===== src/rtl/frontend_fetch_ctrl.sv =====
// Fetch sequencer for the frontend's one-entry instruction buffer and fetch PC.
// Latency: registered state; imem_data->cdata and redirect->out_valid are combinational.
// Backpressure: stall holds every register; redirect overrides stall and select.
//
// Ports:
//   clk, reset        : clock, synchronous active-high reset
//   imem_data         : instruction word at fpc (combinational from imem)
//   sel_result/sel_req: select decision and "buffer was empty" flag
//   stall             : decode not accepting this cycle
//   redirect/_pc      : branch redirect and its target address
//   fpc, cdata        : fetch address / current word presented to the select
//   bpc, bf           : buffered slot presented to the select
//   out_valid, state  : select output is real this cycle; 0=REFILL 1=RUN
// Optional macro FRONTEND_PERF_EN adds perf_swap, perf_nop, perf_bubble counters.

`ifndef INSERT_NOP
`define INSERT_NOP 2'b00
`endif
`ifndef POP_DATA
`define POP_DATA 2'b01
`endif
`ifndef POP_BUF
`define POP_BUF 2'b10
`endif

module frontend_fetch_ctrl #(
   parameter logic [31:0] RESET_PC = 32'h0000_3000
) (
   input  logic        clk,
   input  logic        reset,
   input  logic [31:0] imem_data,
   input  logic [1:0]  sel_result,
   input  logic        sel_req,
   input  logic        stall,
   input  logic        redirect,
   input  logic [31:0] redirect_pc,
   output logic [31:0] fpc,
   output logic [31:0] cdata,
   output logic [31:0] bpc,
   output logic [31:0] bf,
   output logic        out_valid,
   output logic        state
`ifdef FRONTEND_PERF_EN
   ,
   output logic [31:0] perf_swap,
   output logic [31:0] perf_nop,
   output logic [31:0] perf_bubble
`endif
);

   typedef enum logic {REFILL = 1'b0, RUN = 1'b1} state_t;

   state_t      cur_state, nxt_state;
   logic [31:0] fpc_q, fpc_d;
   logic [31:0] bpc_q, bpc_d;
   logic [31:0] bf_q,  bf_d;

   always_ff @(posedge clk) begin
      if (reset) begin
         cur_state <= REFILL;
         fpc_q     <= RESET_PC;
         bpc_q     <= '0;
         bf_q      <= '0;
      end else begin
         cur_state <= nxt_state;
         fpc_q     <= fpc_d;
         bpc_q     <= bpc_d;
         bf_q      <= bf_d;
      end
   end

   always_comb begin
      nxt_state = cur_state;
      fpc_d     = fpc_q;
      bpc_d     = bpc_q;
      bf_d      = bf_q;
      if (redirect) begin
         // Flush the buffer and restart fetch at the target; alignment untouched.
         fpc_d     = redirect_pc;
         bpc_d     = '0;
         bf_d      = '0;
         nxt_state = REFILL;
      end else if (!stall) begin
         if (cur_state == REFILL) begin
            bpc_d     = fpc_q;
            bf_d      = imem_data;
            fpc_d     = fpc_q + 32'd4;
            nxt_state = RUN;
         end else begin
            case (sel_result)
               // Buffer issued; keep fpc so the same C is offered again.
               `INSERT_NOP: bf_d = '0;
               // C issued ahead of B; if B was already a nop, refill next.
               `POP_DATA: begin
                  fpc_d = fpc_q + 32'd4;
                  if (sel_req) nxt_state = REFILL;
               end
               // Buffer issued and C moves into it.
               `POP_BUF: begin
                  bpc_d = fpc_q;
                  bf_d  = imem_data;
                  fpc_d = fpc_q + 32'd4;
               end
               default: ;  // reserved code behaves as a stall
            endcase
         end
      end
   end

   assign fpc       = fpc_q;
   assign cdata     = imem_data;
   assign bpc       = bpc_q;
   assign bf        = bf_q;
   assign state     = cur_state;
   assign out_valid = (cur_state == RUN) && !redirect;

`ifdef FRONTEND_PERF_EN
   logic run_go;
   assign run_go = (cur_state == RUN) && !stall && !redirect;

   always_ff @(posedge clk) begin
      if (reset) begin
         perf_swap   <= '0;
         perf_nop    <= '0;
         perf_bubble <= '0;
      end else begin
         if (run_go && sel_result == `POP_DATA && !sel_req && bf_q != '0)
            perf_swap <= perf_swap + 32'd1;
         if (run_go && sel_result == `INSERT_NOP)
            perf_nop <= perf_nop + 32'd1;
         // Bubbles count every REFILL cycle, stalled or not.
         if (cur_state == REFILL)
            perf_bubble <= perf_bubble + 32'd1;
      end
   end
`endif

endmodule


===== config.mk =====
export PLATFORM = sky130hd
export DESIGN_NAME = frontend_fetch_ctrl
export DESIGN_NICKNAME = d
export VERILOG_FILES = /design/src/rtl/frontend_fetch_ctrl.sv
export SDC_FILE = /design/constraint.sdc
export NUM_CORES = 1
export LEC_CHECK = 0
export CAP_MARGIN = 10
export CORE_MARGIN = 10
export CORE_UTILIZATION = 45
export CTS_BUF_LIST = sky130_fd_sc_hd__clkbuf_8 sky130_fd_sc_hd__clkbuf_16
export DETAILED_ROUTE_END_ITERATION = 8
export GPL_TIMING_DRIVEN = 0
export HOLD_SLACK_MARGIN = 0.15
export PLACE_DENSITY = 0.86
export SLEW_MARGIN = 20
export SYNTH_ARGS = -nofsm -noshare
export SYNTH_HDL_FRONTEND = slang
export SYNTH_SLANG_ARGS = --single-unit

===== constraint.sdc =====
create_clock -name clk -period 3.35 [get_ports clk]
set_input_delay 0.335 -clock clk [delete_from_list [all_inputs] [get_ports clk]]
set_output_delay 0.335 -clock clk [all_outputs]
set_load 0.05 [all_outputs]

# ---- Yosys cells after proc, flatten, opt, wreduce, memory -nomap -nowiden
# Index checks and enable logic that the tools add are counted.
dict set report totals {
  latch_bits 0
  mem_count 0
  mem_bits_rw 0
  mem_bits_ro 0
  regBits 97
}
dict set report op_classes {
  n_mux 11
  shift 0
  mul 0
  eq_ne 6
  reduce_logical 8
  add_sub_neg 1
  bitwise_logic 1
  div_mod_pow 0
  order_cmp 0
}
# op n
set ops {}
lappend ops {{2-to-1 mux 32 bit} 7}
lappend ops {{case mux 32 bit (2 select lines)} 1}
lappend ops {{adder 32 x 3 -> 32 bit (second input constant)} 1}
lappend ops {{AND reduction 2 bit} 3}
lappend ops {{!= test 2 x 1 -> 1 bit (second input constant)} 2}
lappend ops {{OR reduction 2 bit} 2}
lappend ops {{2-to-1 mux 1 bit} 3}
lappend ops {{!= test 3 x 1 -> 1 bit (second input constant)} 1}
lappend ops {{!= test 3 bit (second input constant)} 1}
lappend ops {{== test 2 x 1 -> 1 bit (second input constant)} 1}
lappend ops {{== test 2 bit (second input constant)} 1}
lappend ops {{zero test 2 bit} 1}
lappend ops {{logical AND 1 bit} 1}
lappend ops {{zero test 1 bit} 1}
lappend ops {{NOT 1 bit} 1}

# ---- Depth between registers and ports, before layout
# Gate-level depths: netlist (run 1).
dict set report logic_depth {
  depth_word 6
  mapped_depth 9
  mapped_depth_nobuf 6
}

# ---- Worst setup path after synthesis (run 1)
# OpenSTA, ideal clock, no wires.
dict set report synth_path {
  kind {reg2reg}
  from {register fpc_q[2], in the netlist fpc[2]}
  to {register fpc_q[28], in the netlist fpc[28]}
  stages_incl_launch_ff 7
  synth_period_minus_slack_ns 2.463
  setup_slack_ns 0.887
  required_time_ns 3.259
  t_arrival_ns 2.372
  cell_sequence {dfxtp_1 > ha_1 > nand4_1 > or3_4 > buf_6 > or4_1 > a311oi_1}
}
dict set report synth_via {
  elab_chain_len 5
}
# element line_no
set synth_rtl {}
lappend synth_rtl {{from (decl)} 54} ;# logic [31:0] fpc_q, fpc_d;
lappend synth_rtl {{from (signal assigned)} 66} ;# fpc_q <= fpc_d;
lappend synth_rtl {{adder 32 x 3 -> 32 bit (*)} {87, 95, 102}}
lappend synth_rtl {{2-to-1 mux 32 bit} --}
lappend synth_rtl {{2-to-1 mux 32 bit (*)} 84} ;# if (cur_state == REFILL) begin
lappend synth_rtl {{2-to-1 mux 32 bit (*)} 83} ;# end else if (!stall) begin
lappend synth_rtl {{2-to-1 mux 32 bit (*)} 77} ;# if (redirect) begin
# Every way passes the cells marked *; elsewhere a longest branch is shown, timed or not. The select of a mux whose other input is x is not followed.
# A chain may end at the register's enable or synchronous reset.

# ---- Final worst setup path (run 1)
dict set report layout_path {
  from {input port redirect}
  to {output port out_valid}
}
dict set report layout_via {
  elab_chain_len 2
}
# element line_no
set layout_rtl {}
lappend layout_rtl {{from (decl)} 35} ;# input logic redirect,
lappend layout_rtl {{zero test 1 bit} 115} ;# assign out_valid = (cur_state == RUN) && !redirect;
lappend layout_rtl {{logical AND 1 bit} 115}
lappend layout_rtl {{to (decl)} 41} ;# output logic out_valid,
# No other way between the ends.

==> metrics.txt, run 1 <==
via count 4963; die width 119.5 um; initial antenna violation count 0; worst-case clock buffer depth 2; CTS tree done; final net count 818; critical path's most frequent cell clkdlybuf4s50_1; Hold Buf Count CTS 0; Max VDD drop around 0.26 mV; Pwr Density 422.7 mW/mm2; layout cell share with drive strength beyond 1 0.08155; Synth Net Count ~600; crit-path max cell delay 0.75 ns; Post-Syn Instances between 500 and 600; Final Slew Violations 0; Critical Path RT 3.01 ns; type of origin of the critical path primary input; initial DRC count 518; Async SR Flop Fraction 0; Die Area 0.01429 mm2; vias in the first global route 5049; top_reg_cell synth dfxtp_1; maximum fanout along the worst path 10; Worst path slowest cell clkdlybuf4s50_1; Die Y 119.5 um; max cap viols 0; Pleak 0.002412 uW; largest net degree at the start of global routing 16; clock root buffer clkbuf_8; DP Wirelength 13420 um; vias per cell 5.633; post-synthesis register bit count 97; Clk Latency, worst-skew pair 0.36 ns; max_slew headroom 0.4035; # IOs approximately 200; Core Rows 36; Post-Synthesis Cell Area roughly 0.0045 mm2; Post-synth EDFFs 0; status finished clean; Post-CTS Setup Inserts 0; Routed Antenna Nets 0; Overall Power 2900 uW; RSZ-0062 raised after global routing no; worst path cell trace clkdlybuf4s50_1, clkbuf_1, buf_1, nor2_1, clkdlybuf4s50_1; Min-Delay Path Class reg2reg; Antenna diodes 0; H-tree depth 3; Core Box Area 0.009729 mm2; final RePlAce weighted congestion 0.9303; Fill cells 764; top cells by area, synth dfxtp_1 (44%), nand2_1 (7.2%), a22oi_1 (5.4%); footprint of the multi-input gates 0.002072 mm2; input/output buffers 199; DRT Pass-1 Iters 5; Initial Util 0.4582; Yosys cell types between 50 and 60; Setup Viol. Count Final 0; DRC Markers 0; total gr overflow 0; Post-Route WL 16930 um; clock skew 0.01263 ns; Slew @ Worst Pin between 0.8 and 0.9 ns; Final Hold Fails 0; final period utilization 0.9064; post-route minimum period 3.036 ns; Max Fclk 329.3 MHz; Yosys top cell by area dfxtp_1; Final TNS setup 0 ns; PostCTS Resize Cnt 0; Reg clk slew, reported paths roughly 0.09 ns; Util after Layout 0.7051; clock sinks 97; TritonCTS buffer count 9; first-pass GRT wire length 26680 um; Sequential cell area between 0.0015 and 0.002 mm2; All-Layer GR Usage 0.2261; P&R area growth vs syn 53.89%; Worst EP arrival 2.70 ns; wire per inst a little under 20 um; post-synth top area share 0.4356; crit end category primary output; WS Path Type in2out; synth warn 0; Avg Inst Size Synth 8.364 um2; Seq/Total Area, Yosys 0.4356
-- where the power goes --
group          internal (uW)  total [uW]  switching, uW
sequential              1200        1270           65.7
clock                    513         918            405
combinational            278         715            437
-- flip-flops by register name, summed over array words and instances (netlist names) --
signal	flops
bf	32
bpc	32
fpc	32
state	1
-- metrics by stage --
stage	cells	hold WS (ns)	instance area, um2	worst slack, ns
floorplan	533	0.4791	4458	0.8870
global route	881	0.4841	6860	0.2264
detailed placement	865	0.4492	6616	0.3192
CTS	881	0.4616	6860	0.3768
finish	881	0.4588	6860	0.3137
global placement	865	0.4430	6616	0.3879
-- metal layers --
metal | up-vias | share of wire | GRT usage
li1 | 2310 | - | -
met1 | 2369 | 0.38 | 0.2569
met2 | 256 | 0.49 | 0.3896
met3 | 28 | 0.11 | 0.07454
met4 | 0 | 0.020 | 0.07843
met5 | - | 0 | 0
-- placed cells by master, fill, tap and decap left out, drive strengths merged, types with 3 or more instances in the layout --
cell type      Yosys  routed
nand4             11      11
nor3               8       8
nor4               7       7
nor2b              3       3
bufinv             0       3
dfxtp             97      97
buf               42      42
o31a               3       3
and4               5       5
nand2             85      85
a21oi             33      33
nand3             14      14
o41ai              3       3
clkdlybuf4s50      0     199
and2               3       3
o31ai             12      12
a211oi             7       7
clkbuf            26      36
and3               6       6
a311oi            11      11
o21ai              7       7
a22oi             32      32
xnor2              6       6
or3                6       6
inv                6       7
ha                 4       4
or4               11      11
nor2              59      59
-- worst max-delay path: cells and delay by family --
kind | cells | cell delay, ns
simple gates | 1 | 0.08
buf+inv | 4 | 2.28
-- area by class of cell --
type                    instances  area share
plain buffers                  69     0.06092
clock buffers                  10     0.02006
clock inverters                 6     0.01550
inverters                       7    0.003830
multi-input cells             360      0.3020
flip-flops and latches         97      0.2831
well taps                     133     0.02426
repair buffers                199      0.2904
-- Yosys cell counts, drive strengths merged, types with 3 or more instances --
cell type	n
and4	5
inv	6
nand3	14
clkbuf	26
and3	6
a311oi	11
a211oi	7
or3	6
nand2	85
nor2b	3
nor2	59
o41ai	3
buf	42
o31a	3
ha	4
and2	3
a22oi	32
xnor2	6
a21oi	33
nand4	11
nor3	8
nor4	7
or4	11
dfxtp	97
o21ai	7
o31ai	12
-- final timing paths --
| path | start | to | slack, ns | cells past startpoint |
|---|---|---|---|---|
| worst max-delay path | redirect | out_valid | 0.31 | 5 |
| worst min-delay path | bpc[14] | bpc[14] | 0.46 | 2 |
| worst max register to register | fpc[10] | fpc[14] | 0.97 | 7 |
| worst min register to register | bpc[14] | bpc[14] | 0.46 | 2 |
-- logic make-up after synthesis --
kind of cell               count (synthesis)  share of synthesized area
muxes                                      2                   0.004491
and+or+nand+nor                          224                     0.2400
AOI/OAI and AO/OA                        123                     0.1953
DFF                                       97                     0.4356
buffers and inverters                     76                    0.09963
xor gates and xnor gates                   7                    0.01375
adders and majority gates                  4                    0.01123
(Power assumes the default switching activity.)
==> run 2: changes to the inputs <==
Settings changed: CORE_MARGIN 10 to 4.
==> run 2 against run 1 <==
  * Sequential cell count unchanged
  * Critical path depth unchanged
  * Die area decreased by 19%
  * Sequential share of layout area increased by 0.24 points
  * Clock power decreased by 20%
  * Routed wire length decreased by 6.5%
  * Clock skew about the same
  * Critical path type unchanged
  * Largest cell class unchanged
==> metrics.txt, run 2 (same netlist as run 1, synthesis figures left out) <==
status finished clean (unchanged); Antenna diodes 0 (unchanged); internal power 1764 uW (was 1992 uW); die width 107.5 um (was 119.5 um); Clock Power Share 0.271 (was 0.317); hold worst-path end bpc[12] (was bpc[14]); flop2flop setup slack 0.99 ns (was 0.97 ns); Comb pwr share 0.262 (was 0.247); Reg clk slew, reported paths 0.11 ns (was 0.09 ns); Core Rows 36 (unchanged); Critical R2R Capture fpc[28] (was fpc[14]); P&R area growth vs syn 52.60% (was 53.89%); Die Area 0.01156 mm2 (was 0.01429 mm2); Pwr Density 398.5 mW/mm2 (was 422.7 mW/mm2); vias in the first global route 4999 (was 5049); max_slew headroom 0.4364 (was 0.4035); Clk Latency, worst-skew pair 0.36 ns (about the same); # IOs 201 (unchanged); clock root buffer clkbuf_8 (unchanged); final period utilization 0.8890 (was 0.9064); input/output buffers 199 (unchanged); initial DRC count 386 (was 518); Initial Util 0.4582 (unchanged); Die Y 107.5 um (was 119.5 um); max cap viols 0 (unchanged); worst-case clock buffer depth 2 (unchanged); vias per cell 5.652 (was 5.633); Setup Viol. Count Final 0 (unchanged); Hold Path Origin bpc[12] (was bpc[14]); wire per inst 17.98 um (was 19.22 um); Hold Buf Count CTS 0 (unchanged); DRT Pass-1 Iters 5 (unchanged); Overall Power 2711 uW (was 2900 uW); CTS tree done (unchanged); clock sinks 97 (unchanged); FF-to-FF Start fpc[2] (was fpc[10]); footprint of the multi-input gates 0.002072 mm2 (unchanged); Post-CTS Setup Inserts 0 (unchanged); via count 4979 (was 4963); WS Path Type in2out (unchanged); Sequential cell area 0.001942 mm2 (unchanged); TritonCTS buffer count 9 (unchanged); Max Fclk 335.8 MHz (was 329.3 MHz); final net count 818 (unchanged); maximum fanout along the worst path 10 (unchanged); RSZ-0062 raised after global routing no (unchanged); Post-Route WL 15840 um (was 16930 um); type of origin of the critical path primary input (unchanged); first-pass GRT wire length 24980 um (was 26680 um); Sw Share 0.3493 (was 0.3131); clock skew 0.01282 ns (was 0.01263 ns); Critical Path RT 3.01 ns (about the same); final RePlAce weighted congestion 0.8984 (was 0.9303); post-route minimum period 2.978 ns (was 3.036 ns); Hold Worst Slack 0.4604 ns (was 0.4588 ns); initial antenna violation count 0 (unchanged); Final Slew Violations 0 (unchanged); Final TNS setup 0 ns (unchanged); most frequent cells in the layout clkdlybuf4s50_1 (199), dfxtp_1 (97), nand2_1 (85), nor2_1 (59), a21oi_1 (33) (unchanged); Pleak 0.002381 uW (was 0.002412 uW); PostCTS Resize Cnt 0 (unchanged); dpl cell area 0.006616 mm2 (unchanged); Slew @ Worst Pin 0.8377 ns (was 0.8866 ns); layout cell share with drive strength beyond 1 0.08289 (was 0.08155); Core Box Area 0.009729 mm2 (unchanged); Routed Antenna Nets 0 (unchanged); crit end category primary output (unchanged); DRC Markers 0 (unchanged); H-tree depth 3 (unchanged); All-Layer GR Usage 0.2684 (was 0.2261); largest net degree at the start of global routing 19 (was 16); total gr overflow 0 (unchanged); Seq pwr share 0.467 (was 0.437); Fill cells 785 (was 764); worst hold stages 2 (unchanged); Max VDD drop 0.3017 mV (was 0.2583 mV); Design Area, Final 0.006803 mm2 (was 0.006860 mm2); Final Hold Fails 0 (unchanged); Worst EP arrival 2.64 ns (was 2.70 ns); DP Wirelength 12340 um (was 13420 um); Util after Layout 0.6992 (was 0.7051); Worst R2R Path Depth 6 (was 7); commonest non-fill, non-tap cell in the layout clkdlybuf4s50_1 (unchanged); Min-Delay Path Class reg2reg (unchanged); Switch Pwr 946.9 uW (was 908.0 uW)
run 2: cell count changes in the layout (fill, tap and decap cells not counted):
cell / before / now
bufinv_16: 3 / 0
clkinv_4: 0 / 3
inv_6: 0 / 2
clkbuf_8: 11 / 10
clkinv_2: 1 / 0
inv_1: 7 / 6
inv_8: 0 / 1
run 2: worst max path at each step:
stage	startpoint	end	slack, ns	depth (start not counted)
finish	redirect	out_valid	0.37	5
global route	redirect	out_valid	0.29	5
CTS	redirect	out_valid	0.42	5
detailed placement	sel_result[0]	fpc[26]	0.39	10
global placement	redirect	out_valid	0.39	5
floorplan	fpc[2]	fpc[28]	0.89	6
run 2: per-layer routing:
metal,vias up,part of all wire,GRT usage
li1,2319,-,-
met5,-,0,0
met3,54,0.10,0.07199
met4,0,0.032,0.1073
met1,2316,0.39,0.3277
met2,290,0.47,0.4476
run 2: worst max-delay path: stages:
cell	delay [ns]
clkdlybuf4s50_1	0.55
clkbuf_1	0.41
buf_1	0.52
nor2_1	0.09
clkdlybuf4s50_1	0.73
run 2: area by class of cell:
cell class | instances | area share
multi-input combinational | 360 | 0.3046
clock buffer | 9 | 0.01821
timing repair buffer | 199 | 0.2928
inverter | 7 | 0.003862
sequential | 97 | 0.2855
clock inverter | 7 | 0.009196
buffer | 69 | 0.06143
tap | 133 | 0.02446
run 2: through the flow:
step	std cells	worst slack, ns
after floorplan	533	0.8870
after global placement	865	0.3908
after detailed placement	865	0.3852
after CTS	881	0.4163
after global routing	881	0.2934
final	881	0.3720
run 2: power groups by stage:
stage          registers (uW)  clock network [uW]  logic [uW]
6_report                 1270                 734         710
5_1_grt                  1270                 789         749
4_1_cts                  1260                 738         710
3_5_place_dp             1290                   0         706
3_3_place_gp             1290                   0         695
2_1_floorplan            1440                   0         264
==> run 3: changes to the inputs <==
Settings changed: SKIP_LAST_GASP set to 1.
==> results of run 3 <==
The final DEF is identical to that of run 2; final timing and power are the same.
